### config.mk
export PLATFORM = sky130hd
export DESIGN_NAME = multicycle_controller
export DESIGN_NICKNAME = d
export VERILOG_FILES = /design/src/rtl/multicycle_controller_pkg.sv /design/src/rtl/multicycle_controller_alu_decoder.sv /design/src/rtl/multicycle_controller.sv
export SDC_FILE = /design/constraint.sdc
export NUM_CORES = 1
export LEC_CHECK = 0
export ABC_CLOCK_PERIOD_IN_PS = 4100
export CAP_MARGIN = 20
export CORE_MARGIN = 2
export CORE_UTILIZATION = 45
export DETAILED_ROUTE_END_ITERATION = 6
export HOLD_SLACK_MARGIN = 0.1
export PLACE_DENSITY_LB_ADDON = 0.25
export SLEW_MARGIN = 10
export SYNTH_ARGS = -nofsm -noshare
export SYNTH_HDL_FRONTEND = slang
export SYNTH_HIERARCHICAL = 1
export SYNTH_SLANG_ARGS = --single-unit
### constraint.sdc
create_clock -name clk -period 4.1 [get_ports clk]
set_input_delay 1.23 -clock clk [delete_from_list [all_inputs] [get_ports clk]]
set_output_delay 1.23 -clock clk [all_outputs]
set_load 0.01 [all_outputs]
### src/rtl/multicycle_controller_pkg.sv
// Shared encodings for the multicycle RISC-V controller and its datapath:
// FSM states, opcodes, mux selects and ALU operation codes.
package multicycle_controller_pkg;

  localparam logic [3:0] S_FETCH    = 4'd0;
  localparam logic [3:0] S_DECODE   = 4'd1;
  localparam logic [3:0] S_MEMADR   = 4'd2;
  localparam logic [3:0] S_MEMREAD  = 4'd3;
  localparam logic [3:0] S_MEMWB    = 4'd4;
  localparam logic [3:0] S_MEMWRITE = 4'd5;
  localparam logic [3:0] S_EXECUTER = 4'd6;
  localparam logic [3:0] S_EXECUTEI = 4'd7;
  localparam logic [3:0] S_ALUWB    = 4'd8;
  localparam logic [3:0] S_JAL      = 4'd9;
  localparam logic [3:0] S_BEQ      = 4'd10;

  localparam logic [6:0] OP_LW    = 7'b0000011;
  localparam logic [6:0] OP_SW    = 7'b0100011;
  localparam logic [6:0] OP_RTYPE = 7'b0110011;
  localparam logic [6:0] OP_ITYPE = 7'b0010011;
  localparam logic [6:0] OP_BEQ   = 7'b1100011;
  localparam logic [6:0] OP_JAL   = 7'b1101111;

  localparam logic [1:0] SRCA_PC    = 2'b00;
  localparam logic [1:0] SRCA_OLDPC = 2'b01;
  localparam logic [1:0] SRCA_RS1   = 2'b10;

  localparam logic [1:0] SRCB_RS2  = 2'b00;
  localparam logic [1:0] SRCB_IMM  = 2'b01;
  localparam logic [1:0] SRCB_FOUR = 2'b10;

  localparam logic [1:0] RES_ALUOUT    = 2'b00;
  localparam logic [1:0] RES_DATA      = 2'b01;
  localparam logic [1:0] RES_ALURESULT = 2'b10;

  localparam logic [1:0] IMM_I = 2'b00;
  localparam logic [1:0] IMM_S = 2'b01;
  localparam logic [1:0] IMM_B = 2'b10;
  localparam logic [1:0] IMM_J = 2'b11;

  localparam logic [2:0] ALU_ADD = 3'b000;
  localparam logic [2:0] ALU_SUB = 3'b001;
  localparam logic [2:0] ALU_AND = 3'b010;
  localparam logic [2:0] ALU_OR  = 3'b011;
  localparam logic [2:0] ALU_SLT = 3'b101;

  typedef enum logic [1:0] {
    ALUOP_ADD   = 2'b00,
    ALUOP_SUB   = 2'b01,
    ALUOP_FUNCT = 2'b10
  } alu_op_e;

  typedef struct packed {
    logic       pc_write;
    logic       adr_src;
    logic       mem_write;
    logic       ir_write;
    logic       reg_write;
    logic [1:0] result_src;
    logic [1:0] alu_src_a;
    logic [1:0] alu_src_b;
    alu_op_e    alu_op;
  } ctrl_t;

  function automatic logic is_supported(input logic [6:0] op);
    return (op == OP_LW) || (op == OP_SW) || (op == OP_RTYPE) ||
           (op == OP_ITYPE) || (op == OP_BEQ) || (op == OP_JAL);
  endfunction

  function automatic logic [1:0] imm_src_of(input logic [6:0] op);
    case (op)
      OP_SW:   return IMM_S;
      OP_BEQ:  return IMM_B;
      OP_JAL:  return IMM_J;
      default: return IMM_I;
    endcase
  endfunction

endpackage

### src/rtl/multicycle_controller_alu_decoder.sv
// Combinational ALU decoder: maps ALUOp plus instruction function fields
// onto the 3-bit ALUControl code.
module alu_decoder
  import multicycle_controller_pkg::*;
(
  input  logic [1:0] ALUOp,
  input  logic [2:0] funct3,
  input  logic       funct7b5,
  input  logic       op5,
  output logic [2:0] ALUControl
);

  // NOTE: assigning a default before the case keeps every path driven, so no latch is inferred.
  always_comb begin
    ALUControl = ALU_ADD;
    case (ALUOp)
      ALUOP_ADD: ALUControl = ALU_ADD;
      ALUOP_SUB: ALUControl = ALU_SUB;
      ALUOP_FUNCT: begin
        case (funct3)
          // op5 separates R-type (sub possible) from I-type (addi never subtracts)
          3'b000:  ALUControl = (op5 && funct7b5) ? ALU_SUB : ALU_ADD;
          3'b010:  ALUControl = ALU_SLT;
          3'b110:  ALUControl = ALU_OR;
          3'b111:  ALUControl = ALU_AND;
          default: ALUControl = ALU_ADD;
        endcase
      end
      default: ALUControl = ALU_ADD;
    endcase
  end

endmodule

### src/rtl/multicycle_controller.sv
// Moore FSM controller for a multicycle RISC-V core with a unified
// handshaked memory (MemReady) and a sticky illegal-opcode flag.
module multicycle_controller
  import multicycle_controller_pkg::*;
(
  input  logic       clk,
  input  logic       reset,
  input  logic [6:0] op,
  input  logic [2:0] funct3,
  input  logic       funct7b5,
  input  logic       Zero,
  input  logic       MemReady,
  output logic       PCWrite,
  output logic       AdrSrc,
  output logic       MemWrite,
  output logic       IRWrite,
  output logic       RegWrite,
  output logic [1:0] ResultSrc,
  output logic [1:0] ALUSrcA,
  output logic [1:0] ALUSrcB,
  output logic [1:0] ImmSrc,
  output logic [2:0] ALUControl,
  output logic       Illegal
);

  logic [3:0] state;
  logic [3:0] state_next;
  logic [3:0] out_state;
  logic       illegal_q;
  ctrl_t      ctrl;

  // NOTE: sequential state uses non-blocking assignments so every register samples pre-edge values.
  always_ff @(posedge clk) begin
    if (!reset) begin
      state     <= S_FETCH;
      illegal_q <= 1'b0;
    end else begin
      state <= state_next;
      if (state == S_DECODE && !is_supported(op)) illegal_q <= 1'b1;
    end
  end

  always_comb begin
    state_next = state;
    case (state)
      S_FETCH:    if (MemReady) state_next = S_DECODE;
      S_DECODE: begin
        case (op)
          OP_LW, OP_SW: state_next = S_MEMADR;
          OP_RTYPE:     state_next = S_EXECUTER;
          OP_ITYPE:     state_next = S_EXECUTEI;
          OP_JAL:       state_next = S_JAL;
          OP_BEQ:       state_next = S_BEQ;
          default:      state_next = S_FETCH;
        endcase
      end
      S_MEMADR:   state_next = (op == OP_SW) ? S_MEMWRITE : S_MEMREAD;
      S_MEMREAD:  if (MemReady) state_next = S_MEMWB;
      S_MEMWRITE: if (MemReady) state_next = S_FETCH;
      S_MEMWB:    state_next = S_FETCH;
      S_EXECUTER: state_next = S_ALUWB;
      S_EXECUTEI: state_next = S_ALUWB;
      S_JAL:      state_next = S_ALUWB;
      S_ALUWB:    state_next = S_FETCH;
      S_BEQ:      state_next = S_FETCH;
      default:    state_next = S_FETCH;
    endcase
  end

  // While reset is held the selects show FETCH values and every enable is gated off.
  assign out_state = reset ? state : S_FETCH;

  always_comb begin
    ctrl = '0;
    case (out_state)
      S_FETCH: begin
        ctrl.adr_src    = 1'b0;
        ctrl.alu_src_a  = SRCA_PC;
        ctrl.alu_src_b  = SRCB_FOUR;
        ctrl.alu_op     = ALUOP_ADD;
        ctrl.result_src = RES_ALURESULT;
        ctrl.ir_write   = MemReady;
        ctrl.pc_write   = MemReady;
      end
      S_DECODE: begin
        ctrl.alu_src_a = SRCA_OLDPC;
        ctrl.alu_src_b = SRCB_IMM;
        ctrl.alu_op    = ALUOP_ADD;
      end
      S_MEMADR: begin
        ctrl.alu_src_a = SRCA_RS1;
        ctrl.alu_src_b = SRCB_IMM;
        ctrl.alu_op    = ALUOP_ADD;
      end
      S_MEMREAD: begin
        ctrl.adr_src    = 1'b1;
        ctrl.result_src = RES_ALUOUT;
      end
      S_MEMWRITE: begin
        ctrl.adr_src    = 1'b1;
        ctrl.result_src = RES_ALUOUT;
        ctrl.mem_write  = 1'b1;
      end
      S_MEMWB: begin
        ctrl.result_src = RES_DATA;
        ctrl.reg_write  = 1'b1;
      end
      S_EXECUTER: begin
        ctrl.alu_src_a = SRCA_RS1;
        ctrl.alu_src_b = SRCB_RS2;
        ctrl.alu_op    = ALUOP_FUNCT;
      end
      S_EXECUTEI: begin
        ctrl.alu_src_a = SRCA_RS1;
        ctrl.alu_src_b = SRCB_IMM;
        ctrl.alu_op    = ALUOP_FUNCT;
      end
      S_ALUWB: begin
        ctrl.result_src = RES_ALUOUT;
        ctrl.reg_write  = 1'b1;
      end
      S_JAL: begin
        ctrl.alu_src_a  = SRCA_OLDPC;
        ctrl.alu_src_b  = SRCB_FOUR;
        ctrl.alu_op     = ALUOP_ADD;
        ctrl.result_src = RES_ALUOUT;
        ctrl.pc_write   = 1'b1;
      end
      S_BEQ: begin
        ctrl.alu_src_a  = SRCA_RS1;
        ctrl.alu_src_b  = SRCB_RS2;
        ctrl.alu_op     = ALUOP_SUB;
        ctrl.result_src = RES_ALUOUT;
        ctrl.pc_write   = Zero;
      end
      default: ctrl = '0;
    endcase
    if (!reset) begin
      ctrl.pc_write  = 1'b0;
      ctrl.ir_write  = 1'b0;
      ctrl.mem_write = 1'b0;
      ctrl.reg_write = 1'b0;
    end
  end

  alu_decoder u_alu_decoder (
    .ALUOp      (ctrl.alu_op),
    .funct3     (funct3),
    .funct7b5   (funct7b5),
    .op5        (op[5]),
    .ALUControl (ALUControl)
  );

  assign PCWrite   = ctrl.pc_write;
  assign AdrSrc    = ctrl.adr_src;
  assign MemWrite  = ctrl.mem_write;
  assign IRWrite   = ctrl.ir_write;
  assign RegWrite  = ctrl.reg_write;
  assign ResultSrc = ctrl.result_src;
  assign ALUSrcA   = ctrl.alu_src_a;
  assign ALUSrcB   = ctrl.alu_src_b;
  assign ImmSrc    = imm_src_of(op);
  assign Illegal   = illegal_q;

endmodule

==> flow_metrics.py, run 1 <==
metrics = {
    "drt": {
        "routed_wirelength_mm": 2.04,
        "drtAntennaViolNets": 0,
        "drtIter0Drc": 11,
        "wire_per_inst_um": 13.4,
        "drt-pass1-iter-count": 4,
        "via_per_inst": 5.54,
        "drc": 0,
        "num_vias": 842,
    },
    "clock_network": {
        "cts.sink_count": 5,
        "ctsHoldBuffers": 0,
        "clock_latency_ns": 0.24,
        "cts_tree": "built",
        "htree_num_levels": 1,
        "cts-root-buf": "clkbuf_4",
        "cts-buffers-inserted": 3,
        "cts_buffer_depth": 2,
        "postCtsSetupBuffers": 0,
        "clk_pin_slew_ns": 0.04,
    },
    "power_and_ir_drop": {
        "finalPower_uw": 166,
        "leakage_nw": 0.420,
        "swShare_pct": 28.1,
        "p_int_uw": 120,
        "p_clk_share_pct": 34.9,
        "power_frac_comb_pct": 33.2,
        "p_switching_uw": 46.7,
        "pwr-share-seq_pct": 31.9,
        "ir_drop_v": 0.000222,
        "p_per_area_mw_per_mm2": 151,
    },
    "sta": {
        "period_share_pct": 97.8,
        "max_slew_margin_pct": 65.8,
        "timing.final.max_slew_violations": 0,
        "finalCriticalPeriod_ns": 4.01,
        "finClkSkew_ns": 0.00587,
        "timing.fmax_mhz": 249,
        "rsz0062_at_grt": "no",
        "fin_ws_ns": 0.0890,
        "worst_pin_slew_ns": 0.512,
        "setup_viol": 0,
        "finalHoldViolations": 0,
    },
    "grt": {
        "antenna_found_initial": 0,
        "grt_pass1_vias": 731,
        "grt_pass1_wl_mm": 3.14,
        "grt_start_max_net_pins": 19,
        "grt_usage_pct": 20.3,
        "grt_overflow": 0,
    },
    "synthesis": {
        "synthArstFlopShare_pct": 0,
        "yosys_warnings": 6,
        "synth_flop_cell": "dfxtp_1",
        "synth_nets": 122,
        "synthCells": 105,
        "synth_area_per_cell_um2": 7.14,
        "synth-edff-count": 0,
        "netlist_area_um2": 749,
        "ys_types": 44,
        "ys_seq_area_share_pct": 13.4,
        "synth_seq_cells": 5,
    },
    "layout": {
        "final_common_cell": "clkdlybuf4s50_1",
        "diodes": 0,
        "synthToLayoutAreaGrowth_pct": 47.4,
        "final_cell_mix": "27 x clkdlybuf4s50_1, 9 x buf_4, 8 x nand2b_1, 8 x nor2_1, 7 x nand2_1",
        "drive_gt1_share_pct": 18.4,
        "nets": 154,
    },
    "placement": {
        "dp_slack_ns": -0.416,
        "dp.final_hpwl_mm": 1.49,
        "port-buffer-count": 31,
        "place.gp.congestion": 0.817,
    },
    "die": {
        "initial_core_util_pct": 48.6,
        "ios": 32,
        "die_x_um": 44.8,
        "core_area_mm2": 0.00154,
        "fp-row-count": 14,
        "die_height_um": 44.8,
        "dieArea_mm2": 0.00201,
    },
    "worst_setup_path": {
        "worst_r2r_path_depth": 4,
        "cp-end-kind": "primary output",
        "worstPathRequired_ns": 2.87,
        "crit_fanout": 4,
        "arrival_ns": 2.78,
        "start_kind": "primary input",
        "worstSetupPathType": "primary input to primary output",
    },
    "hold_path": {
        "worstHoldPathCells": 2,
        "hp-class": "register to register",
    },
    "job": {
        "cap_violations": 0,
    },
    "status": {
        "status": "finished clean",
    },
}
worst paths after layout:
kind / from / endpoint / slack (ns)
worst max register to register: state[0] / state[2] / 2.42
worst min-delay path: Illegal / Illegal / 0.48
worst min register to register: Illegal / Illegal / 0.48
worst max-delay path: reset / AdrSrc / 0.09
sequential cells by signal, indices dropped and copies added (netlist names):
| name | count |
|---|---|
| state | 4 |
| Illegal | 1 |
cell usage after synthesis, types with 2 or more instances:
| cell type | number | area share [%] |
|---|---|---|
| a21oi_1 | 3 | 2.0 |
| a31oi_1 | 2 | 1.7 |
| and4_1 | 2 | 2.3 |
| buf_2 | 4 | 2.7 |
| buf_4 | 8 | 8.0 |
| dfxtp_1 | 5 | 13 |
| ha_1 | 2 | 3.3 |
| inv_1 | 6 | 3.0 |
| nand2_1 | 7 | 3.5 |
| nand2b_1 | 8 | 6.7 |
| nand3_1 | 6 | 4.0 |
| nand3b_1 | 2 | 2.0 |
| nor2_1 | 8 | 4.0 |
| nor2b_1 | 6 | 5.0 |
| nor3_1 | 3 | 2.0 |
| o21ai_1 | 2 | 1.3 |
| o22ai_1 | 3 | 2.5 |
| xnor2_1 | 2 | 2.3 |
per-stage QoR:
step	cell area, um2	TNS (ns)	hold WS (ns)	std cells	utilization, %
2_1_floorplan	749	0	0.514	105	-
5_1_grt	1100	0	0.523	152	71.7
3_3_place_gp	1060	-0.882	0.476	148	69.0
3_5_place_dp	1060	-1.05	0.480	148	69.0
4_1_cts	1110	0	0.492	152	72.1
6_report	1100	0	0.482	152	71.7
worst max-delay path, cell delays in order:
cell and delay, ns:
clkdlybuf4s50_1 0.51, nor2b_2 0.17, buf_4 0.14, nand2_1 0.05, a21oi_1 0.13, clkdlybuf4s50_1 0.55
power groups by stage:
| stage | registers (mW) | clock network, mW | logic [mW] |
|---|---|---|---|
| floorplan | 0.0524 | 0 | 0.0252 |
| global placement | 0.0539 | 0 | 0.0537 |
| detailed placement | 0.0540 | 0 | 0.0543 |
| CTS | 0.0531 | 0.0591 | 0.0552 |
| global route | 0.0534 | 0.0619 | 0.0598 |
| finish | 0.0532 | 0.0580 | 0.0553 |
cell families (layout without fill, tap and decap cells):
kind of cell | after synthesis | count (layout) | share of synthesized area [%]
simple gates | 52 | 52 | 41.7
compound gates | 23 | 23 | 22.5
buf+inv | 19 | 50 | 14.2
flops | 5 | 5 | 13.4
xor+xnor | 3 | 3 | 3.51
fa+ha+maj | 2 | 2 | 3.34
mux | 1 | 1 | 1.34
cell type report:
class	count	area, um2
sequential	5	100
clock buffer	4	26.3
inverter	6	22.5
fill	137	437
multi-input combinational	81	571
tap	16	20.0
timing repair buffer	40	365
per-layer routing:
metal	GRT usage [%]	routed length, um	up-vias
met2	36.2	979	32
met5	0	0	-
met1	25.6	902	374
met4	3.53	0	0
li1	-	-	436
met3	4.00	157	0
repair_timing:
| item | in CTS | in global routing |
|---|---|---|
| hold endpoints to repair | 0 | 0 |
| setup endpoints to repair | 3 | 4 |
| pin swaps | 0 | 0 |
| resized for setup | 10 | 7 |
Note: power is estimated with default switching activity, not from simulation.
==> inputs of run 2 (changes only) <==
CTS_CLUSTER_DIAMETER = 50   (was not set)
==> results of run 2 <==
Final layout, timing and power as in run 1 (identical DEF).
